<file path="src/rtl/servo_pwm_capture.sv">
// servo_pwm_capture: measures the high time of an incoming servo/RC PWM
// signal in prescaled ticks, reports accepted widths on cntout with a
// one-cycle strobe, rejects out-of-range pulses and flags loss of signal.
// CNT_W must satisfy MAX_CNT < 2**CNT_W - 1 so that both the largest accepted
// width and the saturated MAX_CNT+1 value fit in the width register.
module servo_pwm_capture #(
  parameter int CLK_DIV    = 240,
  parameter int CNT_W      = 8,
  parameter int MIN_CNT    = 25,
  parameter int MAX_CNT    = 150,
  parameter int RESET_CNT  = 85,
  parameter int LOST_TICKS = 2500
) (
  input  logic             clkin,
  input  logic             rst,
  input  logic             pwmin,
  output logic [CNT_W-1:0] cntout,
  output logic             cnt_valid,
  output logic             err_pulse,
  output logic             lost
);

  localparam int PRE_W  = (CLK_DIV > 1) ? $clog2(CLK_DIV) : 1;
  localparam int LOST_W = $clog2(LOST_TICKS + 1);

  localparam logic [PRE_W-1:0]  PRE_LAST  = PRE_W'(CLK_DIV - 1);
  localparam logic [CNT_W-1:0]  WIDTH_SAT = CNT_W'(MAX_CNT + 1);
  localparam logic [CNT_W-1:0]  WIDTH_MIN = CNT_W'(MIN_CNT);
  localparam logic [CNT_W-1:0]  WIDTH_MAX = CNT_W'(MAX_CNT);
  localparam logic [LOST_W-1:0] LOST_SAT  = LOST_W'(LOST_TICKS);
  localparam logic [LOST_W-1:0] LOST_PRE  = LOST_W'(LOST_TICKS - 1);

  typedef enum logic [1:0] {
    S_SYNC,
    S_LOW,
    S_HIGH
  } state_t;

  state_t             state;
  state_t             state_next;
  logic               s1;
  logic               s2;
  logic               s3;
  logic               rise;
  logic               fall;
  logic               tick;
  logic [PRE_W-1:0]   prescaler;
  logic [CNT_W-1:0]   width;
  logic [CNT_W-1:0]   width_eval;
  logic [LOST_W-1:0]  lost_timer;
  logic               lost_hit;
  logic               width_clear;
  logic               width_inc;
  logic               accept;
  logic               reject;

  // Synchronizer plus edge-detect delay; deliberately not reset so that a
  // pulse already in progress at reset is seen as high and skipped by S_SYNC.
  always_ff @(posedge clkin) begin
    s1 <= pwmin;
    s2 <= s1;
    s3 <= s2;
  end

  assign rise = s2 & ~s3;
  assign fall = ~s2 & s3;
  assign tick = (prescaler == PRE_LAST);

  // A tick landing in the fall cycle still counts toward the evaluated width.
  assign width_eval = (tick && (width != WIDTH_SAT)) ? width + 1'b1 : width;
  assign lost_hit   = !rise && tick && (lost_timer == LOST_PRE);

  // Prescaler: free-running tick divider, re-phased on every rising edge.
  always_ff @(posedge clkin) begin
    if (rst) begin
      prescaler <= '0;
    end else if (rise || tick) begin
      prescaler <= '0;
    end else begin
      prescaler <= prescaler + 1'b1;
    end
  end

  // State register.
  always_ff @(posedge clkin) begin
    if (rst) begin
      state <= S_SYNC;
    end else begin
      state <= state_next;
    end
  end

  // Next-state logic.
  always_comb begin
    state_next = state;
    case (state)
      S_SYNC:  if (!s2) state_next = S_LOW;
      S_LOW:   if (rise) state_next = S_HIGH;
      S_HIGH:  if (fall) state_next = S_LOW;
      default: state_next = S_SYNC;
    endcase
  end

  // Output decode: width control and accept/reject decision on the fall.
  always_comb begin
    width_clear = 1'b0;
    width_inc   = 1'b0;
    accept      = 1'b0;
    reject      = 1'b0;
    case (state)
      S_LOW: width_clear = rise;
      S_HIGH: begin
        if (fall) begin
          if ((width_eval >= WIDTH_MIN) && (width_eval <= WIDTH_MAX)) begin
            accept = 1'b1;
          end else begin
            reject = 1'b1;
          end
        end else begin
          width_inc = tick && (width != WIDTH_SAT);
        end
      end
      default: ;
    endcase
  end

  // Width counter in ticks, saturating at MAX_CNT+1.
  always_ff @(posedge clkin) begin
    if (rst) begin
      width <= '0;
    end else if (width_clear) begin
      width <= '0;
    end else if (width_inc) begin
      width <= width + 1'b1;
    end
  end

  // Lost timer: ticks since the last rising edge, saturating.
  always_ff @(posedge clkin) begin
    if (rst) begin
      lost_timer <= '0;
    end else if (rise) begin
      lost_timer <= '0;
    end else if (tick && (lost_timer != LOST_SAT)) begin
      lost_timer <= lost_timer + 1'b1;
    end
  end

  // Registered outputs: strobes, accepted width and lost flag.
  always_ff @(posedge clkin) begin
    if (rst) begin
      cntout    <= CNT_W'(RESET_CNT);
      cnt_valid <= 1'b0;
      err_pulse <= 1'b0;
      lost      <= 1'b1;
    end else begin
      cnt_valid <= accept;
      err_pulse <= reject;
      if (accept) begin
        cntout <= width_eval;
        lost   <= 1'b0;
      end else if (lost_hit) begin
        lost <= 1'b1;
      end
    end
  end

endmodule

</file>
<file path="config.mk">
export PLATFORM = sky130hd
export DESIGN_NAME = servo_pwm_capture
export DESIGN_NICKNAME = d
export VERILOG_FILES = /design/src/rtl/servo_pwm_capture.sv
export SDC_FILE = /design/constraint.sdc
export NUM_CORES = 1
export LEC_CHECK = 0
export BUFFER_PORTS_ARGS = -buffer_cell sky130_fd_sc_hd__clkbuf_2
export CAP_MARGIN = 25
export CORE_MARGIN = 2
export CORE_UTILIZATION = 54
export DETAILED_ROUTE_END_ITERATION = 8
export GPL_TIMING_DRIVEN = 0
export PLACE_DENSITY = 0.82
export REMOVE_ABC_BUFFERS = 1
export SYNTH_ARGS = -nofsm -noshare
export SYNTH_HDL_FRONTEND = slang
export SYNTH_SLANG_ARGS = --single-unit
</file>
<file path="constraint.sdc">
create_clock -name clkin -period 2.1 [get_ports clkin]
set_input_delay 0.63 -clock clkin [delete_from_list [all_inputs] [get_ports clkin]]
set_output_delay 0.63 -clock clkin [all_outputs]
set_load 0.01 [all_outputs]
</file>
# Word level (Yosys, flattened, before mapping)
# Index checks and enable logic that the tools add are counted.
[totals] ff_bits=44 inputBits=3
[op_classes] add_sub_neg=3 magnitude_cmp=2 eq_ne=9 muxes=14 bitwise=6 n_reduce_logical=14
[ops] cell="$add A8 B1 Y8 const B" count=2
[ops] cell="$add A12 B1 Y12 const B" count=1
[ops] cell="$eq A12 B12 Y1 const B" count=1
[ops] cell="$ne A12 B12 Y1 const B" count=1
[ops] cell="$mux W1" count=9
[ops] cell="$eq A8 B8 Y1 const B" count=1
[ops] cell="$ge A8 B5 Y1 const B" count=1
[ops] cell="$le A8 B8 Y1 const B" count=1
[ops] cell="$mux W8" count=1
[ops] cell="$ne A8 B8 Y1 const B" count=1
[ops] cell="$mux W2" count=3
[ops] cell="$ne A2 B2 Y1 const B" count=3
[ops] cell="$pmux W2 S3" count=1
[ops] cell="$reduce_or A2 Y1" count=3
[ops] cell="$logic_and A1 B1 Y1" count=5
[ops] cell="$not A1 Y1" count=4
[ops] cell="$reduce_and A3 Y1" count=1
[ops] cell="$reduce_or A3 Y1" count=1
[ops] cell="$and A1 B1 Y1" count=2
[ops] cell="$eq A2 B1 Y1 const B" count=1
[ops] cell="$eq A2 B2 Y1 const B" count=1
[ops] cell="$logic_not A2 Y1" count=1
[ops] cell="$reduce_bool A2 Y1" count=1
[ops] cell="$logic_not A1 Y1" count=1
[ops] cell="$logic_or A1 B1 Y1" count=1

# Depth between registers and ports, before layout
# Gate-level depths: netlist of run 1.
[logic_depth] depth_word=9 mapped_depth=9

# Worst setup path before layout of run 1
# OpenSTA, ideal clock, no wires.
[synth_timing] path_kind="register -> register" from="reg width[1]" to="reg cntout[1]" setup_ns=0.121 arrival_time_ns=2.157 required_time_ns=1.979 slack_ns=-0.178 stages_incl_launch_ff=9 path_buffers=0 period_less_slack_ns=2.278 cell_sequence="dfxtp_1 ha_1 and2_2 and3_2 o31ai_1 a221oi_2 and3_4 a21oi_4 mux2_4"
[synth_via] elab_chain_len=8
[synth_lines] item="from (decl)" line_no="48" text="logic [CNT_W-1:0] width;"
[synth_lines] item="from (signal assigned)" line_no="134" text="width <= width + 1'b1;"
[synth_lines] item="parallel branches: the longest is 2 deep, another holds $add A8 B1 Y8"
[synth_lines] item="$mux W8 (*)" line_no="70" text="assign width_eval = (tick && (width != WIDTH_SAT)) ? width + 1'b1 : width;"
[synth_lines] item="$ge A8 B5 Y1 or $le A8 B8 Y1 (tied branches)" line_no="114" text="if ((width_eval >= WIDTH_MIN) && (width_eval <= WIDTH_MAX)) begin"
[synth_lines] item="$logic_and A1 B1 Y1" line_no="114"
[synth_lines] item="$mux W1" line_no="114"
[synth_lines] item="$mux W1" line_no="113" text="if (fall) begin"
[synth_lines] item="$mux W1" line_no="110" text="case (state)"
[synth_lines] item="to (signal assigned)" line_no="152" text="cntout <= CNT_W'(RESET_CNT);"
[synth_lines] item="to (signal assigned)" line_no="160" text="cntout <= width_eval;"
[synth_lines] item="to (decl)" line_no="17" text="output logic [CNT_W-1:0] cntout,"
# Mark *: on every way between the ends.
# A chain may end at the register's enable or synchronous reset.

# Worst setup path after layout of run 1
[layout_timing] from="reg width[2]" to="reg cntout[1]"
# Same word-level chain as after synthesis.

==> results.md, run 1 <==
- WHS: between 300 and 400 ps
- Diodes inserted: 0
- Post-synthesis register bit count: between 40 and 50
- Final RePlAce weighted congestion: about 0.92
- Proportion of register bits with asynchronous set or reset after synthesis: 0
- First-pass GRT wire length: between 8000 and 9000 microns
- RR Startpoint: width[2]
- Clock Path Buffers: 2
- Total CTS buffers: 5
- Type of the most critical hold path: reg2reg
- TritonCTS clock tree: done
- Netlist area before placement: ~2300 sq um
- Worst-case setup margin in the final layout: -82.7 ps
- Port Buffer Count: 13
- Crit Path Class: reg2reg
- Most used cells in the layout excluding fill and tap cells: sky130_fd_sc_hd__nor2_1 (44), sky130_fd_sc_hd__dfxtp_1 (33), sky130_fd_sc_hd__buf_4 (22)
- Cell taking the most area after synthesis: sky130_fd_sc_hd__dfxtp_1
- Clock insertion delay at the later pin of the skew report: 300 ps
- Transition time of the tightest slew-check pin: approximately 420 ps
- Number of library cell types mapped by synthesis: 57
- Worst setup skew after layout: ~7.1 ps
- R2r setup slk: -80 ps
- Die Footprint: about 4800 sq um
- Via total after detailed routing: between 1,500 and 2,000
- Share of layout cells above drive strength 1: 0.315
- Number of buffers inserted by hold repair at cts: 0
- Failing checks: negative setup slack
- Final hold violation count: 0
- Antenna-violating nets left: 0
- Clock Pin Slew Worst Setup and Hold Paths: around 80 ps
- Required time of the critical path: between 2000 and 2500 ps
- Gr ovfl total: 0
- Fraction of post-synthesis cell area in the top cell type by area: 0.382
- Worst Setup End Kind: flop
- End of the worst register-to-register path: cntout[1]
- Area occupied by registers: between 900 and 1000 sq um
- Max-capacitance violation count: 0
- Worst EP arrival: between 2000 and 2500 ps
- Area of the core: 4060 sq um
- Via count of the first global-routing pass: about 1,800
- Commonest non-fill, non-tap cell in the layout: sky130_fd_sc_hd__nor2_1
- Fin util: 0.673
- Result of the run: finished with violations
- Post-route clock period utilization: 1.04
- Final routed DRC violation total: 0
- Std cell rows: 23
- Number of enable flip-flop cells after synthesis: 0
- Area of combinational cells with multiple inputs: 1430 sq um
- I/O pin cnt: 14
- # nets final: ~300
- Min cycle time layout: roughly 2200 ps
- Maximum VDD drop: 401 uV
- Post-DR wirelength/cell: about 14 microns
- Maximum number of pins on one net before global-route repair: 23
- Power density over cell area: 512 nW/um^2
- Worst-path fanout max: 8
- Main area contributors after synthesis: sky130_fd_sc_hd__dfxtp_1 (38%), sky130_fd_sc_hd__nor2_1 (7.7%), sky130_fd_sc_hd__xor2_1 (5.3%)
- Normalized max-slew margin: 0.720
- Number of cells traversed by the worst register-to-register path: 7
- Global Route Usage Sum: 0.210
- CP Launch Type: flop
- Primary FF master, synth: sky130_fd_sc_hd__dfxtp_1
- Leakage dissipation: 0.00104 uW
- Clock tree sinks: between 40 and 50
- Total iterations of the first detailed-routing run: 4
- Final setup fails: 7
- Starting DRT DRC Count: between 200 and 250
- Total number of yosys warnings: 0
- Clock root buffer master: sky130_fd_sc_hd__clkbuf_8
- Number of antenna violations at the first check in global routing: 0
- Post-synthesis instance total: between 200 and 300
- Synthesized area divided by synthesized cell count: 9.00 sq um
- Peak Freq: roughly 460 MHz
- Vert. Die Dim: 69.3 microns
- Layout area overhead: 18.6%
- Sum of routed wire length over all layers: 4870 microns
- Worst hold path stage count: 0
- RSZ-0062 raised after global routing: yes
- Filler instances: 310
- Worst hold path startpoint: s1
- Starting utilization of the core area: 0.568
- Die boundary width: between 60 and 70 microns
- Detailed placement HPWL: 2970 microns
- Final std cell area, no fill: 2730 sq um
- Cell area after placement: 2330 sq um
- H-tree depth reported by CTS: 2
- Number of pins exceeding their max-slew limit in the final report: 0
- Sequential fraction of the synthesis area: 0.382
- Number of vias per cell: 5.61
- Worst hold endpoint: s2
[per-stage QoR]
step	cells	setup TNS (ps)	worst slack [ps]	total power, uW
final	336	-395	-82.7	1400
after global routing	336	-1090	-167	1450
after CTS	332	-113	-36.3	1400
after detailed placement	307	-5440	-513	915
after global placement	307	-3840	-434	913
after floorplan	244	-799	-237	898
[worst max path at each step]
stage                       startpoint  slack [ps]        end  depth (start not counted)
after floorplan               width[0]        -240  cntout[1]                          8
after global placement        width[0]        -430  cntout[5]                          8
after detailed placement  prescaler[0]        -510  cntout[1]                          8
after CTS                     width[6]         -40  cntout[5]                          7
after global routing          width[2]        -170  cntout[5]                          7
final                         width[2]         -80  cntout[1]                          7
[cell type report]
class                           instances  share of cell area
Multi-Input combinational cell        196               0.525
Sequential cell                        44               0.334
Timing Repair Buffer                   35              0.0843
Clock buffer                            6              0.0266
Tap cell                               50              0.0229
Inverter                                4             0.00550
Clock inverter                          1             0.00183
[power by group]
group | switching [uW] | internal [uW] | total, uW | leakage, uW
combinational | 30.2 | 19.3 | 49.6 | 0.000637
clock | 279 | 226 | 505 | 0.0000410
sequential | 8.71 | 836 | 845 | 0.000364
[routing by layer]
layer | GRT usage | share of wire | vias up
met5 | 0 | 0 | -
met4 | 0.107 | 0.038 | 0
met3 | 0.0480 | 0.035 | 18
met2 | 0.357 | 0.49 | 46
met1 | 0.246 | 0.44 | 874
li1 | - | - | 948
[registers in the layout (all words and copies together) (netlist names)]
name	flops
lost	1
width	8
cntout	8
lost_timer	12
state	2
err_pulse	1
cnt_valid	1
prescaler	8
s2	1
s3	1
s1	1
[worst max-delay path, cell delays in order (launching register included)]
cell and delay (ps):
sky130_fd_sc_hd__dfxtp_4 400, sky130_fd_sc_hd__nand4_1 210, sky130_fd_sc_hd__nor4_4 370, sky130_fd_sc_hd__nand4_1 230, sky130_fd_sc_hd__a221oi_2 290, sky130_fd_sc_hd__and3_4 240
sky130_fd_sc_hd__a21oi_4 50, sky130_fd_sc_hd__mux2_4 300
[synth_stat cells, types with 3 or more instances]
| master | number |
|---|---|
| sky130_fd_sc_hd__xor2_1 | 14 |
| sky130_fd_sc_hd__dfxtp_1 | 44 |
| sky130_fd_sc_hd__xnor2_1 | 11 |
| sky130_fd_sc_hd__a21oi_1 | 12 |
| sky130_fd_sc_hd__inv_1 | 4 |
| sky130_fd_sc_hd__ha_1 | 4 |
| sky130_fd_sc_hd__nor2_1 | 47 |
| sky130_fd_sc_hd__nor3_1 | 4 |
| sky130_fd_sc_hd__buf_4 | 3 |
| sky130_fd_sc_hd__o21ai_0 | 6 |
| sky130_fd_sc_hd__nand2b_1 | 3 |
| sky130_fd_sc_hd__and3_1 | 4 |
| sky130_fd_sc_hd__nand4_1 | 7 |
| sky130_fd_sc_hd__mux2i_1 | 7 |
| sky130_fd_sc_hd__nand3_1 | 9 |
| sky130_fd_sc_hd__buf_6 | 4 |
| sky130_fd_sc_hd__nand4b_1 | 3 |
| sky130_fd_sc_hd__nand2_1 | 17 |
| sky130_fd_sc_hd__or3_1 | 3 |
| sky130_fd_sc_hd__clkbuf_1 | 3 |
[cell families (layout without fill, tap and decap cells)]
family	after synthesis	count (layout)	synth area share
buf+inv	16	46	0.0483
fa+ha+maj	4	4	0.0217
xor+xnor	25	25	0.0951
mux	10	10	0.0483
simple gates	124	124	0.300
flops	44	44	0.382
compound gates	33	33	0.104
[timing repair]
action | in CTS | in global routing
setup buffers | 18 | 4
endpoints found under the setup margin | 23 | 18
gates resized for setup | 40 | 4
pin swaps | 12 | 6
No activity file was read; power rests on OpenSTA's default activity.
==> run 2, diff against run 1 <==
--- a/config.mk
+++ b/config.mk
@@ -11,8 +11,9 @@
 export CORE_UTILIZATION = 54
 export DETAILED_ROUTE_END_ITERATION = 8
 export GPL_TIMING_DRIVEN = 0
-export PLACE_DENSITY = 0.82
+export PLACE_DENSITY = 0.75
 export REMOVE_ABC_BUFFERS = 1
 export SYNTH_ARGS = -nofsm -noshare
 export SYNTH_HDL_FRONTEND = slang
 export SYNTH_SLANG_ARGS = --single-unit
+export TNS_END_PERCENT = 5
==> results.md, run 2 (synthesized netlist as in run 1, its figures left out) <==
- Final std cell area, no fill: 2760 sq um (was 2730 sq um)
- Peak Freq: 463 MHz (was 458 MHz)
- Post-route clock period utilization: 1.03 (was 1.04)
- First-pass GRT wire length: 7900 microns (was 8160 microns)
- Crit path launch: prescaler[1] (was width[2])
- Final routed DRC violation total: 0 (unchanged)
- Starting utilization of the core area: 0.568 (unchanged)
- Final hold violation count: 0 (unchanged)
- Via count of the first global-routing pass: 1,730 (was 1,803)
- Internal Dissipation: 1120 uW (was 1080 uW)
- Vert. Die Dim: 69.3 microns (unchanged)
- Post-placement setup slack: -457 ps (was -513 ps)
- Gr ovfl total: 0 (unchanged)
- Share of layout cells above drive strength 1: 0.325 (was 0.315)
- Sum of routed wire length over all layers: 4740 microns (was 4870 microns)
- Normalized max-slew margin: 0.737 (was 0.720)
- Clock tree sinks: 44 (unchanged)
- RR Startpoint: prescaler[1] (was width[2])
- Number of antenna violations at the first check in global routing: 0 (unchanged)
- Port Buffer Count: 13 (unchanged)
- Switching share of total power: 0.222 (was 0.227)
- Transition time of the tightest slew-check pin: 395 ps (was 419 ps)
- Clock insertion delay at the later pin of the skew report: 300 ps (about the same)
- Worst-path fanout max: 5 (was 8)
- CP Launch Type: flop (unchanged)
- Global Route Usage Sum: 0.198 (was 0.210)
- Maximum VDD drop: 395 uV (was 401 uV)
- I/O pin cnt: 14 (unchanged)
- Most used cells in the layout excluding fill and tap cells: sky130_fd_sc_hd__nor2_1 (44), sky130_fd_sc_hd__dfxtp_1 (32), sky130_fd_sc_hd__buf_4 (20) (was sky130_fd_sc_hd__nor2_1 (44), sky130_fd_sc_hd__dfxtp_1 (33), sky130_fd_sc_hd__buf_4 (22))
- Result of the run: finished with violations (unchanged)
- Final setup fails: 6 (was 7)
- Setup TNS: -173 ps (was -395 ps)
- Worst-case setup margin in the final layout: -57.7 ps (was -82.7 ps)
- Min cycle time layout: 2160 ps (was 2180 ps)
- Detailed placement HPWL: 2950 microns (was 2970 microns)
- RSZ-0062 raised after global routing: yes (unchanged)
- Max-capacitance violation count: 0 (unchanged)
- Register share of total power: 0.588 (was 0.604)
- Total CTS buffers: 5 (unchanged)
- Commonest non-fill, non-tap cell in the layout: sky130_fd_sc_hd__nor2_1 (unchanged)
- Power density over cell area: 522 nW/um^2 (was 512 nW/um^2)
- # nets final: 292 (was 293)
- Required time of the critical path: 2290 ps (about the same)
- Net switching power figure: 319 uW (was 318 uW)
- Worst setup path endpoint: cntout[5] (was cntout[1])
- Number of vias per cell: 5.52 (was 5.61)
- Number of pins exceeding their max-slew limit in the final report: 0 (unchanged)
- Layout area overhead: 19.6% (was 18.6%)
- Type of the most critical hold path: reg2reg (unchanged)
- End of the worst register-to-register path: cntout[5] (was cntout[1])
- Cell area after placement: 2330 sq um (unchanged)
- Leakage dissipation: 0.00106 uW (was 0.00104 uW)
- Area of the core: 4060 sq um (unchanged)
- Biggest register: lost_timer (unchanged)
- Worst EP arrival: 2350 ps (was 2370 ps)
- Worst setup skew after layout: 9.11 ps (was 7.14 ps)
- Die Footprint: 4800 sq um (unchanged)
- Clock network fraction of total power: 0.378 (was 0.361)
- Clock Pin Slew Worst Setup and Hold Paths: 90 ps (was 80 ps)
- Die boundary width: 69.3 microns (unchanged)
- Antenna-violating nets left: 0 (unchanged)
- Maximum number of pins on one net before global-route repair: 23 (unchanged)
- H-tree depth reported by CTS: 2 (unchanged)
- Std cell rows: 23 (unchanged)
- R2r setup slk: -60 ps (was -80 ps)
- Number of cells traversed by the worst register-to-register path: 8 (was 7)
- Final RePlAce weighted congestion: 0.935 (was 0.916)
- Flip-flop count of the largest register, all copies and words added: 12 (unchanged)
- Worst Setup End Kind: flop (unchanged)
- Diodes inserted: 0 (unchanged)
- Via total after detailed routing: 1,856 (was 1,886)
- Combinational Power Share: 0.033 (was 0.035)
- WHS: 336 ps (was 328 ps)
- Post-DR wirelength/cell: 14.1 microns (was 14.5 microns)
- Clock Path Buffers: 2 (unchanged)
- Starting DRT DRC Count: 127 (was 204)
- Failing checks: negative setup slack (unchanged)
- Filler instances: 319 (was 310)
- Total iterations of the first detailed-routing run: 4 (unchanged)
- Crit Path Class: reg2reg (unchanged)
- TritonCTS clock tree: done (unchanged)
- Fin util: 0.679 (was 0.673)
- Clock root buffer master: sky130_fd_sc_hd__clkbuf_8 (unchanged)
## run 2: worst min-delay path by stage
stage	from	endpoint	slack [ps]	cells past startpoint
6_report	s1	s2	340	0
5_1_grt	s1	s2	360	0
4_1_cts	s1	s2	340	0
3_5_place_dp	s1	s2	320	0
3_3_place_gp	s1	s2	310	0
2_1_floorplan	s1	s2	310	0
## run 2: critical path, stage by stage, from the launching register on
cell and delay [ps]:
sky130_fd_sc_hd__dfxtp_2 360, sky130_fd_sc_hd__ha_4 160, sky130_fd_sc_hd__and3_4 250, sky130_fd_sc_hd__nand3_2 130, sky130_fd_sc_hd__mux2i_1 160, sky130_fd_sc_hd__a211o_1 250
sky130_fd_sc_hd__and3_4 200, sky130_fd_sc_hd__a21oi_4 220, sky130_fd_sc_hd__mux2_4 320
## run 2: cell type report
class / count / area (sq um) / area share
multi-input combinational: 196 / 1450 / 0.525
sequential: 44 / 911 / 0.331
clock inverter: 2 / 10.0 / 0.00363
timing repair buffer: 34 / 226 / 0.0822
clock buffer: 6 / 82.6 / 0.0300
inverter: 4 / 15.0 / 0.00545
tap: 50 / 62.6 / 0.0227
## run 2: routing by layer
| metal | vias to the layer above | GRT usage | part of all wire |
|---|---|---|---|
| li1 | 945 | - | - |
| met1 | 874 | 0.254 | 0.45 |
| met2 | 31 | 0.330 | 0.50 |
| met3 | 6 | 0.0465 | 0.034 |
| met4 | 0 | 0.0610 | 0.0093 |
| met5 | - | 0 | 0 |
## run 2: timing repair
item / CTS / global route
pin swaps: 15 / 2
setup buffers: 20 / 1
resized for setup: 40 / 9
hold buffers: 0 / 0
setup endpoints to repair: 20 / 18
## run 2: power by group through the flow
stage	Clock [uW]	Sequential (uW)	Combinational, uW
floorplan	0	871	27.2
global placement	0	871	42.7
detailed placement	0	871	43.3
CTS	567	847	47.8
global route	600	847	54.9
finish	544	846	48.1
## run 2: through the flow
| step | power (uW) | std cells |
|---|---|---|
| after floorplan | 898 | 244 |
| after global placement | 913 | 307 |
| after detailed placement | 915 | 307 |
| after CTS | 1460 | 335 |
| after global routing | 1500 | 336 |
| final | 1440 | 336 |
